--- config.mk ---
export PLATFORM = sky130hd
export DESIGN_NAME = dmem_dump_ctrl
export DESIGN_NICKNAME = d
export VERILOG_FILES = /design/src/rtl/dmem_dump_ctrl_pkg.sv /design/src/rtl/dump_byte_ser.sv /design/src/rtl/dmem_dump_ctrl.sv
export SDC_FILE = /design/constraint.sdc
export NUM_CORES = 1
export LEC_CHECK = 0
export CAP_MARGIN = 20
export CORE_MARGIN = 2
export CORE_UTILIZATION = 40
export CTS_CLUSTER_DIAMETER = 60
export DETAILED_ROUTE_END_ITERATION = 8
export MAX_ROUTING_LAYER = met4
export PLACE_DENSITY_LB_ADDON = 0.15
export SLEW_MARGIN = 10
export SYNTH_ARGS = -nofsm -noshare
export SYNTH_HDL_FRONTEND = slang
export SYNTH_SLANG_ARGS = --single-unit
--- constraint.sdc ---
create_clock -name clk -period 1.9 [get_ports clk]
set_input_delay 0.475 -clock clk [delete_from_list [all_inputs] [get_ports clk]]
set_output_delay 0.475 -clock clk [all_outputs]
set_load 0.01 [all_outputs]
--- src/rtl/dmem_dump_ctrl_pkg.sv ---
// Shared definitions for the halt-detect / dmem dump engine: FSM state encoding and the
// default halt PC (address of the ebreak in startup.s).
package dmem_dump_ctrl_pkg;

  typedef enum logic [2:0] {
    DdIdle = 3'd0,
    DdRead = 3'd1,
    DdWait = 3'd2,
    DdSend = 3'd3,
    DdDone = 3'd4
  } dd_state_e;

  localparam logic [31:0] DefaultHaltPc = 32'h0000_0064;

endpackage

--- src/rtl/dump_byte_ser.sv ---
// Holds one 32-bit dmem word and emits it as four bytes, LSB first, over valid/ready.
// last flags the byte whose transfer completes the word.
module dump_byte_ser (
  input  logic        clk,
  input  logic        rstn,
  input  logic        load,
  input  logic [31:0] load_word,
  input  logic        ready,
  output logic        valid,
  output logic [7:0]  data,
  output logic        last
);

  logic [31:0] word_q;
  logic [1:0]  idx_q;
  logic        valid_q;

  always_ff @(posedge clk) begin
    if (!rstn) begin
      word_q  <= '0;
      idx_q   <= '0;
      valid_q <= 1'b0;
    end else if (load) begin
      word_q  <= load_word;
      idx_q   <= '0;
      valid_q <= 1'b1;
    end else if (valid_q && ready) begin
      if (idx_q == 2'd3) begin
        valid_q <= 1'b0;
      end else begin
        idx_q <= idx_q + 2'd1;
      end
    end
  end

  assign valid = valid_q;
  assign last  = (idx_q == 2'd3);
  // Data is forced to zero whenever no byte is offered so idle/reset output is clean.
  assign data  = valid_q ? word_q[{idx_q, 3'b000} +: 8] : 8'h00;

endmodule

--- src/rtl/dmem_dump_ctrl.sv ---
// Halt-detect and dmem dump engine: on PC==HALT_PC it freezes the core, reads NUM_WORDS
// words from START_WORD through a dedicated read port and streams them out as bytes.
module dmem_dump_ctrl
  import dmem_dump_ctrl_pkg::*;
#(
  parameter logic [31:0] HALT_PC    = DefaultHaltPc,
  parameter int unsigned START_WORD = 0,
  parameter int unsigned NUM_WORDS  = 1024,
  parameter int unsigned ADDR_W     = 15
) (
  input  logic              clk,
  input  logic              rstn,
  input  logic [31:0]       pc,
  output logic              core_stall,
  output logic              dm_re,
  output logic [ADDR_W-1:0] dm_addr,
  input  logic [31:0]       dm_rdata,
  output logic              dout_valid,
  output logic [7:0]        dout_data,
  input  logic              dout_ready,
  output logic              busy,
  output logic              done
);

  localparam int unsigned       CntW      = $clog2(NUM_WORDS + 1);
  localparam logic [CntW-1:0]   LastCnt   = CntW'(NUM_WORDS - 1);
  localparam logic [CntW-1:0]   CntOne    = CntW'(1);
  localparam logic [ADDR_W-1:0] StartAddr = ADDR_W'(START_WORD);
  localparam bit ParamOk = (NUM_WORDS >= 1) && ((START_WORD + NUM_WORDS) <= (32'd1 << ADDR_W));

  dd_state_e         state_q, state_d;
  logic [CntW-1:0]   cnt_q, cnt_d;
  logic [ADDR_W-1:0] addr_q, addr_d;
  logic              stall_q, stall_d;
  logic              ser_load;
  logic              ser_valid;
  logic              ser_last;

  always_ff @(posedge clk) begin
    if (!rstn) begin
      state_q <= DdIdle;
      cnt_q   <= '0;
      addr_q  <= '0;
      stall_q <= 1'b0;
    end else begin
      state_q <= state_d;
      cnt_q   <= cnt_d;
      addr_q  <= addr_d;
      stall_q <= stall_d;
    end
  end

  always_comb begin
    state_d  = state_q;
    cnt_d    = cnt_q;
    addr_d   = addr_q;
    stall_d  = stall_q;
    ser_load = 1'b0;
    unique case (state_q)
      DdIdle: begin
        if (pc == HALT_PC) begin
          state_d = DdRead;
          stall_d = 1'b1;
          cnt_d   = '0;
          addr_d  = StartAddr;
        end
      end
      DdRead: state_d = DdWait;
      DdWait: begin
        // Read data is valid exactly one cycle after dm_re, i.e. now.
        ser_load = 1'b1;
        state_d  = DdSend;
      end
      DdSend: begin
        if (ser_valid && dout_ready && ser_last) begin
          if (cnt_q == LastCnt) begin
            state_d = DdDone;
          end else begin
            cnt_d   = cnt_q + CntOne;
            addr_d  = StartAddr + ADDR_W'(cnt_d);
            state_d = DdRead;
          end
        end
      end
      DdDone: state_d = DdDone;
      default: state_d = DdIdle;
    endcase
  end

  dump_byte_ser u_ser (
    .clk       (clk),
    .rstn      (rstn),
    .load      (ser_load),
    .load_word (dm_rdata),
    .ready     (dout_ready),
    .valid     (ser_valid),
    .data      (dout_data),
    .last      (ser_last)
  );

  assign core_stall = stall_q;
  assign dm_re      = (state_q == DdRead);
  assign dm_addr    = addr_q;
  assign dout_valid = ser_valid;
  assign busy       = (state_q == DdRead) || (state_q == DdWait) || (state_q == DdSend);
  assign done       = (state_q == DdDone);

  param_legal_a: assert property (@(posedge clk) ParamOk)
    else $error("dmem_dump_ctrl: illegal START_WORD/NUM_WORDS/ADDR_W combination");

endmodule

==> metrics.md, run 1 <==
| Metric | Value |
|---|---|
| Status | complete, but fails checks |
| Failing checks | negative setup slack |
| Worst-path cell chain | buf_6 > mux4_2 > and2_4 > buf_6 |
| Routed len/inst | 14.1 um |
| Syn Inst Count | 291 |
| Peak supply drop | 324 uV |
| Power per cell area | 538 nW/um^2 |
| Synth top area cells | dfxtp_1 (40%), nand2_1 (13%), a21boi_0 (9.7%), mux4_2 (7.3%), and2_1 (2.5%) |
| Util after Layout | 65.4% |
| Synth unique cells | 47 |
| Core ar. | 5960 um^2 |
| CTS Root Buffer Type | clkbuf_8 |
| Num ports | 95 |
| Most crowded layer after global routing | met2 |
| Sequential Power Share | 53.5% |
| Post-synth EDFFs | 0 |
| Final Hold Viols | 0 |
| CP startpoint kind | register |
| H-tree depth | 2 |
| Setup violators final | 8 |
| Count leader, synth | nand2_1 |
| Grt ovf | 0 |
| Port Buffers | 90 |
| Starting Density | 41.5% |
| Area Overhead vs Synth | 57.5% |
| Clock Skew | 6.59 ps |
| Initial antenna violation count | 0 |
| Drt total wl | 6750 um |
| Unrepaired setup endpoints after global routing | true |
| P_sw | 0.525 mW |
| Total power draw | 2.10 mW |
| Vias | 2464 |
| Die area | 6830 um^2 |
| TritonCTS buffer count | 5 |
| Tcrit/Tclk final | 106% |
| GP Congestion | 0.813 |
| Standard-cell rows | 28 |
| Commonest cells in the netlist | nand2_1 (83), dfxtp_1 (50), a21boi_0 (32) |
| Met3 usage | 3.59% |
| Share of flip-flops with an asynchronous set or reset | 0% |
| Vias in the first global route | 2353 |
| Most common cell type on the critical path | buf_6 |
| Critical Path Slowest Stage Cell | mux4_2 |
| Switching share of power | 25.0% |
| CP arrival | 1540 ps |
| Max Clock Freq | 496 MHz |
| Final worst setup slack | -117 ps |
| Setup TNS | -829 ps |
| Fin. max-slew vios | 0 |
| Cell taking the most area after synthesis | dfxtp_1 |
| TritonCTS clock tree | yes |
| CP max FO | 5 |
| Combinational power share | 17.4% |
| Syn Std Cell Area | 2470 um^2 |
| Yosys top cell area share | 40.5% |
| Clock-pin slew on the worst setup and hold paths | 90 ps |
| GR Util met1 | 24.9% |
| Min-Delay Path Class | reg2reg |
| Later-pin clock latency in the skew report | 300 ps |
| Largest net degree at the start of global routing | 34 |
| Die Height | 82.6 um |
| Final nets | 473 |
| Via density | 5.13 |
| P_int | 1.57 mW |
| Hold_buf cts | 0 |
| FILL cells | 537 |
| Clock Path Buffers | 2 |
| Diodes inserted | 0 |
| Syn_area_per_cell | 8.50 um^2 |
| Largest stage delay, worst path | 490 ps |
| #FFs+latches synth | 50 |
| Critical path capture point type | output port |
| DRT iter0 DRCs | 112 |
| Layout cells sized above 1 | 22.0% |
| Leakage Power | 1.43 nW |
| First-pass GRT wire length | 10500 um |
| Critical Path RT | 1420 ps |
| Overall Global Routing Usage | 20.2% |
| Die extent in x | 82.6 um |
| CTS sink cnt | 50 |
| Synth Flop Type | dfxtp_1 |
| Post-synthesis sequential area ratio | 40.5% |
| CP Class | reg2out |
| Detailed-router iteration count before antenna repair | 5 |
| Post-CTS Setup Repair Bufs | 0 |
| Max cap viols | 0 |
| M2 GR Usage | 34.4% |
| Fin crit period | 2020 ps |
| Clock power frac | 29.1% |
| HPWL Detailed | 4880 um |
| Ys Warns | 0 |
| DRC violation count after routing | 0 |
| Antenna-violating nets left | 0 |
==> path summary, 6_finish.rpt <==
check | from | endpoint | slack (ps) | depth (start not counted)
setup reg to reg | u_ser.idx_q[0] | dm_addr[5] | 60 | 8
hold reg to reg | u_ser.word_q[10] | u_ser.word_q[10] | 470 | 2
setup / recovery | u_ser.idx_q[0] | dout_data[3] | -120 | 4
hold / removal | u_ser.word_q[10] | u_ser.word_q[10] | 470 | 2
==> critical path: cells and delay by family (launching register included) <==
kind	cells	cell delay (ps)
mux	1	490
flops	1	350
buf+inv	2	240
simple gates	1	150
==> metrics by stage <==
| stage | setup WS (ps) | hold slack (ps) | cell area (um^2) | cells |
|---|---|---|---|---|
| after floorplan | 23.7 | 440 | 2480 | 294 |
| after global placement | -289 | 448 | 3660 | 471 |
| after detailed placement | -349 | 456 | 3660 | 471 |
| after CTS | -138 | 470 | 3770 | 479 |
| after global routing | -176 | 481 | 3890 | 480 |
| final | -117 | 466 | 3890 | 480 |
==> power groups by stage <==
stage,clock network (mW),registers [mW],logic [mW]
6_report,0.610,1.12,0.364
2_1_floorplan,0,1.13,0.162
5_1_grt,0.677,1.13,0.401
3_3_place_gp,0,1.14,0.352
4_1_cts,0.639,1.12,0.359
3_5_place_dp,0,1.14,0.358
==> per-layer routing <==
metal	share of wire (%)	vias to the layer above	wire, um
met5	0	-	0
met4	1.1	0	73
met3	3.2	6	214
met2	52	59	3520
met1	44	1160	2950
li1	-	1239	-
==> registers in the layout (all words and copies together) (netlist names) <==
signal,flops
core_stall,1
u_ser.valid,1
dm_addr,11
u_ser.word_q,32
u_ser.idx_q,2
state_q,3
==> cell usage in the layout, fill, tap and decap left out, types with 4 or more instances in the layout <==
master,instances
mux4_2,8
nand4_1,8
nor2_1,9
buf_6,10
a21boi_0,32
dfxtp_1,44
nand3_1,4
o21ai_1,5
clkdlybuf4s50_1,78
buf_4,31
and2_4,8
nor4_2,4
conb_1,4
dfxtp_2,5
nand2_1,83
clkbuf_8,5
==> area by class of cell <==
type	count	area (um^2)	share of cell area (%)
multi-input cells	218	1460	37.6
repair buffers	126	1230	31.6
flip-flops and latches	50	1010	26.0
well taps	75	93.8	2.41
clock buffers	6	72.6	1.86
clock inverters	2	13.8	0.353
inverters	3	11.3	0.289
==> cells by family (layout without fill, tap and decap cells) <==
group	Yosys count	in the layout	synth area share, %
adder cells (fa/ha/maj)	2	2	1.01
other	1	4	0.152
buffers and inverters	26	137	4.91
AND/OR/NAND/NOR	141	141	27.0
flip-flops	50	50	40.5
XOR/XNOR	1	1	0.354
AO/OA/AOI/OAI	60	60	18.1
multiplexers	10	10	8.09
==> repair_timing <==
item / CTS / global route
resized for setup: 55 / 22
gates cloned: 0 / 1
endpoints found under the setup margin: 13 / 21
pin swaps: 9 / 6
No activity file was read; power rests on OpenSTA's default activity.
==> run 2, diff against run 1 <==
Settings changed: CAP_MARGIN 20 to unset.
==> results of run 2 <==
No change in the layout: final DEF, timing and power equal those of run 1.
